==> src/rtl/popcount_neuron_pkg.sv <==
// Shared types and constants for the ternary popcount neuron sequencer.
// Holds the FSM state encoding, activation codes and accumulator sizing.
package popcount_neuron_pkg;

    typedef enum logic [1:0] {
        IDLE = 2'd0,
        POS  = 2'd1,
        NEG  = 2'd2,
        DONE = 2'd3
    } state_t;

    localparam logic [1:0] ACT_POS  = 2'b01;
    localparam logic [1:0] ACT_NEG  = 2'b11;
    localparam logic [1:0] ACT_ZERO = 2'b00;

    // A 4-bit core result can reach 15 per chunk, so size for 15*n_chunks.
    function automatic int acc_width(input int n_chunks);
        return $clog2(15 * n_chunks + 1);
    endfunction

endpackage

==> src/rtl/popcount_neuron_seq_core.sv <==
// Approximate 10-input popcount: bits [7:0] are counted exactly, the top pair
// collapses to a single OR term weighted 3, so the result spans 0..11.
module popcount10_approx (
    input  logic [9:0] input_a,
    output logic [3:0] out
);

    logic [3:0] low_cnt;

    always_comb begin
        low_cnt = '0;
        for (int i = 0; i < 8; i++) begin
            low_cnt = low_cnt + {3'b000, input_a[i]};
        end
    end

    assign out = low_cnt + ((input_a[9] | input_a[8]) ? 4'd3 : 4'd0);

endmodule

==> src/rtl/popcount_neuron_seq.sv <==
// Time-multiplexed ternary neuron: one shared popcount core walks the pos/neg
// chunks, then (pos - neg) is thresholded. Define POPCOUNT_EXACT_EN for an exact core.
module popcount_neuron_seq
    import popcount_neuron_pkg::*;
#(
    parameter int        N_CHUNKS = 4,
    parameter int signed THR_HI   = 2,
    parameter int signed THR_LO   = -2,
    localparam int       AW       = acc_width(N_CHUNKS)
) (
    input  logic                   clk,
    input  logic                   rst_n,
    input  logic                   in_valid,
    output logic                   in_ready,
    input  logic [10*N_CHUNKS-1:0] in_pos,
    input  logic [10*N_CHUNKS-1:0] in_neg,
    output logic                   out_valid,
    input  logic                   out_ready,
    output logic [1:0]             out_act,
    output logic [AW:0]            out_diff
);

    localparam int VW = 10 * N_CHUNKS;
    localparam int IW = (N_CHUNKS > 1) ? $clog2(N_CHUNKS) : 1;
    localparam int DW = AW + 1;
    localparam logic signed [DW-1:0] THR_HI_W = DW'(THR_HI);
    localparam logic signed [DW-1:0] THR_LO_W = DW'(THR_LO);

    state_t                state, state_next;
    logic [VW-1:0]         pos_reg, neg_reg;
    logic [IW-1:0]         idx;
    logic [AW-1:0]         pos_acc, neg_acc, neg_sum, core_ext;
    logic [9:0]            core_in;
    logic [3:0]            core_out;
    logic                  last;
    logic signed [DW-1:0]  diff_next;
    logic [1:0]            act_next;

    assign last = (idx == IW'(N_CHUNKS - 1));

    always_ff @(posedge clk or negedge rst_n) begin
        if (!rst_n) state <= IDLE;
        else        state <= state_next;
    end

    // Core input is held at zero outside POS/NEG so the core stays quiet.
    always_comb begin
        state_next = state;
        in_ready   = 1'b0;
        out_valid  = 1'b0;
        core_in    = '0;
        case (state)
            IDLE: begin
                in_ready = 1'b1;
                if (in_valid) state_next = POS;
            end
            POS: begin
                core_in    = pos_reg[idx*10 +: 10];
                state_next = NEG;
            end
            NEG: begin
                core_in    = neg_reg[idx*10 +: 10];
                state_next = last ? DONE : POS;
            end
            DONE: begin
                out_valid = 1'b1;
                if (out_ready) state_next = IDLE;
            end
            default: state_next = IDLE;
        endcase
    end

`ifdef POPCOUNT_EXACT_EN
    always_comb begin
        core_out = '0;
        for (int i = 0; i < 10; i++) begin
            core_out = core_out + {3'b000, core_in[i]};
        end
    end
`else
    popcount10_approx u_core (
        .input_a (core_in),
        .out     (core_out)
    );
`endif

    assign core_ext = {{(AW-4){1'b0}}, core_out};
    assign neg_sum  = neg_acc + core_ext;

    // Result is taken on the edge that enters DONE, folding in the final neg chunk.
    assign diff_next = signed'({1'b0, pos_acc}) - signed'({1'b0, neg_sum});

    always_comb begin
        act_next = ACT_ZERO;
        if (diff_next > THR_HI_W)      act_next = ACT_POS;
        else if (diff_next < THR_LO_W) act_next = ACT_NEG;
    end

    always_ff @(posedge clk or negedge rst_n) begin
        if (!rst_n) begin
            pos_reg  <= '0;
            neg_reg  <= '0;
            idx      <= '0;
            pos_acc  <= '0;
            neg_acc  <= '0;
            out_diff <= '0;
            out_act  <= ACT_ZERO;
        end else begin
            case (state)
                IDLE: begin
                    if (in_valid) begin
                        pos_reg <= in_pos;
                        neg_reg <= in_neg;
                        pos_acc <= '0;
                        neg_acc <= '0;
                        idx     <= '0;
                    end
                end
                POS: pos_acc <= pos_acc + core_ext;
                NEG: begin
                    neg_acc <= neg_sum;
                    if (last) begin
                        out_diff <= diff_next;
                        out_act  <= act_next;
                    end else begin
                        idx <= idx + 1'b1;
                    end
                end
                default: ;
            endcase
        end
    end

endmodule

==> config.mk <==
export PLATFORM = sky130hd
export DESIGN_NAME = popcount_neuron_seq
export DESIGN_NICKNAME = d
export VERILOG_FILES = /design/src/rtl/popcount_neuron_pkg.sv /design/src/rtl/popcount_neuron_seq_core.sv /design/src/rtl/popcount_neuron_seq.sv
export SDC_FILE = /design/constraint.sdc
export NUM_CORES = 1
export LEC_CHECK = 0
export CAP_MARGIN = 25
export CORE_UTILIZATION = 40
export DETAILED_ROUTE_END_ITERATION = 12
export PLACE_DENSITY_LB_ADDON = 0.2
export SLEW_MARGIN = 20
export SYNTH_ARGS = -nofsm -noshare
export SYNTH_HDL_FRONTEND = slang
export SYNTH_HIERARCHICAL = 1
export SYNTH_SLANG_ARGS = --single-unit
==> constraint.sdc <==
create_clock -name clk -period 10.5 [get_ports clk]
set_clock_uncertainty 0.1 [all_clocks]
set_input_delay 3.15 -clock clk [delete_from_list [all_inputs] [get_ports clk]]
set_output_delay 3.15 -clock clk [all_outputs]
set_load 0.01 [all_outputs]
==> out/summary.json <==
{
  "run_status": {
    "status": "complete, no violations"
  },
  "sta": {
    "timing_hold_violations_final": 0,
    "layout_worst_path_cycle_share_pct": 73.1,
    "timing.final.crit_period_ns": 7.68,
    "finalSetupViolCount": 0,
    "timing.setup.tns_ns": 0,
    "report.final.slew_viol_count": 0,
    "max_slew_headroom_pct": 40.2,
    "max_slew.worst_pin.slew_ns": 0.897,
    "maxClockFrequency_ghz": 0.130,
    "rsz0062_at_grt": "false"
  },
  "cts": {
    "cts-htree-levels": 3,
    "clk_path_buf_depth": 2,
    "cts_buf_count": 9,
    "cts.reportedPaths.clkPinSlew_ns": 0.07,
    "cts.repair.resized": 0,
    "hold_buffers": 0,
    "worst_skew_pair.late_latency_ns": 0.35,
    "tritoncts_num_sinks": 105,
    "number_of_buffers_added_for_setup_after_cts": 0,
    "clockRootBuffer": "clkbuf_16",
    "cts_tree": "yes"
  },
  "detailed_routing": {
    "drt_first_iter_violations": 107,
    "post-route-drc-count": 0,
    "antenna_violating_nets_post_route": 0,
    "route.detailed.wl_per_inst_um": 17.3,
    "drt-total-wl_um": 12000,
    "route.layer.met1.wl_um": 5070,
    "amount_of_wire_on_met3_after_detailed_routing_um": 654,
    "vias": 3571,
    "drtPass1Iterations": 4,
    "routed-wl-met2_um": 6070,
    "route.top_layer_used": "met4",
    "drt-vias-per-instance": 5.18
  },
  "grt": {
    "grt_start_max_net_pins": 81,
    "grt_antenna_before_repair": 0,
    "grt_first_pass_wirelength_um": 19400,
    "via_count_of_the_first_global_routing_pass": 3837,
    "grt_overflow": 0,
    "grt.total_usage_pct": 17.7
  },
  "placement": {
    "place_area_um2": 6710,
    "dp.final_hpwl_um": 8970,
    "port-buffer-count": 94,
    "place_congestion": 0.844
  },
  "worst_hold_path": {
    "holdCritStartpoint": "out_diff[6]",
    "timing.hold.worst.class": "flip-flop to flip-flop"
  },
  "logic_synthesis": {
    "netlist-cell-type-count": 48,
    "synth_sequential_area_ratio_pct": 46.9,
    "ys.warnings.count": 6,
    "synth-main-ff-cell": "dfrtp_1",
    "syn_area_per_cell_um2": 13.3,
    "nets_in_the_synthesized_netlist": 536,
    "async_flop_share_pct": 100,
    "mapped_cell_area_um2": 5600,
    "synth_edf_count": 0,
    "syn-instance-count": 422,
    "ys_seq_elements": 105
  },
  "setup_path": {
    "r2r-start": "state[0]",
    "r2r_slack_ns": 2.82,
    "crit_path_dat_ns": 7.82,
    "timing.critical_path.fanout_max": 20,
    "crit_start": "state[0]",
    "critical_path.startpoint_type": "flip-flop",
    "required_ns": 10.64,
    "worst-setup-path-type": "flip-flop to flip-flop",
    "capturing_element_type_of_the_critical_path": "flip-flop"
  },
  "final_layout": {
    "mostFrequentLayoutCells": "dfrtp_1 (105), clkdlybuf4s50_1 (93), mux2_2 (84), inv_1 (26)",
    "num-fill-cells": 1192,
    "layout-drive-gt1-share_pct": 26.1,
    "most_common_cell_after_layout_fill_and_taps_aside": "dfrtp_1",
    "antenna_cells_inserted": 0,
    "multi_input_area_um2": 2790,
    "flow.area_growth_from_synthesis_pct": 25.7,
    "finish.instance_area_um2": 7030,
    "layout.nets": 625,
    "final_core_util_pct": 52.3,
    "ff_latch_area_um2": 2630
  },
  "die": {
    "effective_utilization_at_floorplan_pct": 41.6,
    "core.rowCount": 42,
    "design.core.area_um2": 13500,
    "dieArea_um2": 14500,
    "number_of_ports_placed_on_the_die_boundary": 95,
    "die_h_um": 120,
    "fp.dieW_um": 120
  },
  "flow_run": {
    "drv_cap": 0
  }
}
-- kinds of logic (layout without fill, tap and decap cells) --
group	Yosys count	after routing	synth area share, %
adder cells (fa/ha/maj)	30	30	7.91
buffers and inverters	47	138	3.31
multiplexers	119	119	27.7
XOR/XNOR	10	10	1.70
AND/OR/NAND/NOR	59	59	5.43
AO/OA/AOI/OAI	52	52	6.98
flip-flops	105	105	46.9
-- per-stage QoR --
| stage | std cells | hold slack, ns | setup slack [ns] |
|---|---|---|---|
| 6_report | 689 | 0.381 | 2.82 |
| 3_5_place_dp | 675 | 0.366 | 2.83 |
| 4_1_cts | 688 | 0.381 | 2.83 |
| 2_1_floorplan | 422 | 0.369 | 3.42 |
| 5_1_grt | 689 | 0.404 | 2.37 |
| 3_3_place_gp | 675 | 0.364 | 3.08 |
-- synth_stat cells (2+ instances only) --
cell | number | share of area [%]
a21o_1 | 3 | 0.40
a21oi_1 | 7 | 0.63
a22o_1 | 3 | 0.47
a32o_1 | 5 | 0.89
a32oi_1 | 2 | 0.31
buf_1 | 9 | 0.60
clkbuf_1 | 10 | 0.67
dfrtp_1 | 105 | 47
fa_1 | 9 | 3.2
ha_1 | 21 | 4.7
inv_1 | 26 | 1.7
mux2_2 | 84 | 17
mux2i_1 | 14 | 2.5
mux4_2 | 20 | 8.0
nand2_1 | 17 | 1.1
nand2b_1 | 3 | 0.34
nand4_1 | 2 | 0.22
nor2_1 | 9 | 0.60
nor2b_1 | 15 | 1.7
nor3_1 | 7 | 0.63
o21ai_0 | 17 | 1.5
xnor2_1 | 4 | 0.63
xor2_1 | 5 | 0.78
-- worst paths after layout --
check	endpoint	cells past startpoint
max	out_act[1]	26
min	out_diff[6]	1
max reg2reg	out_act[1]	26
min reg2reg	out_diff[6]	1
max in group asynchronous	neg_reg[31]	2
min in group asynchronous	pos_acc[1]	1
-- metal layers --
metal / global-route usage [%] / up-vias
li1: - / 1690
met5: 0 / -
met4: 5.48 / 0
met2: 31.1 / 76
met1: 20.8 / 1794
met3: 5.14 / 11
-- cell type report --
class	instances	area share (%)
multi-input cells	270	39.7
repair buffers	99	14.2
clock buffers	10	3.26
clock inverters	3	0.978
well taps	176	3.13
flip-flops and latches	105	37.4
inverters	26	1.39
-- worst max-delay path, stage by stage (launching register included) --
cell and delay (ns):
dfrtp_1 0.44, inv_1 0.12, ha_2 0.54, buf_4 0.35
mux4_2 0.32, mux2i_1 0.14, nor2b_1 0.06, or2_2 0.28
inv_1 0.13, fa_1 0.45, fa_1 0.51, fa_1 0.43
fa_1 0.42, fa_1 0.44, inv_1 0.15, inv_1 0.08
fa_1 0.42, xnor2_1 0.25, inv_1 0.07, ha_1 0.34
nand2_1 0.06, o21ai_0 0.35, nor2_1 0.13, o41ai_4 0.41
xor2_2 0.22, nand4_1 0.12, a22o_1 0.21
Power is left out: the tool's default activity adds up to more than one toggle a clock period on the data nets, which glitch-free logic cannot reach.
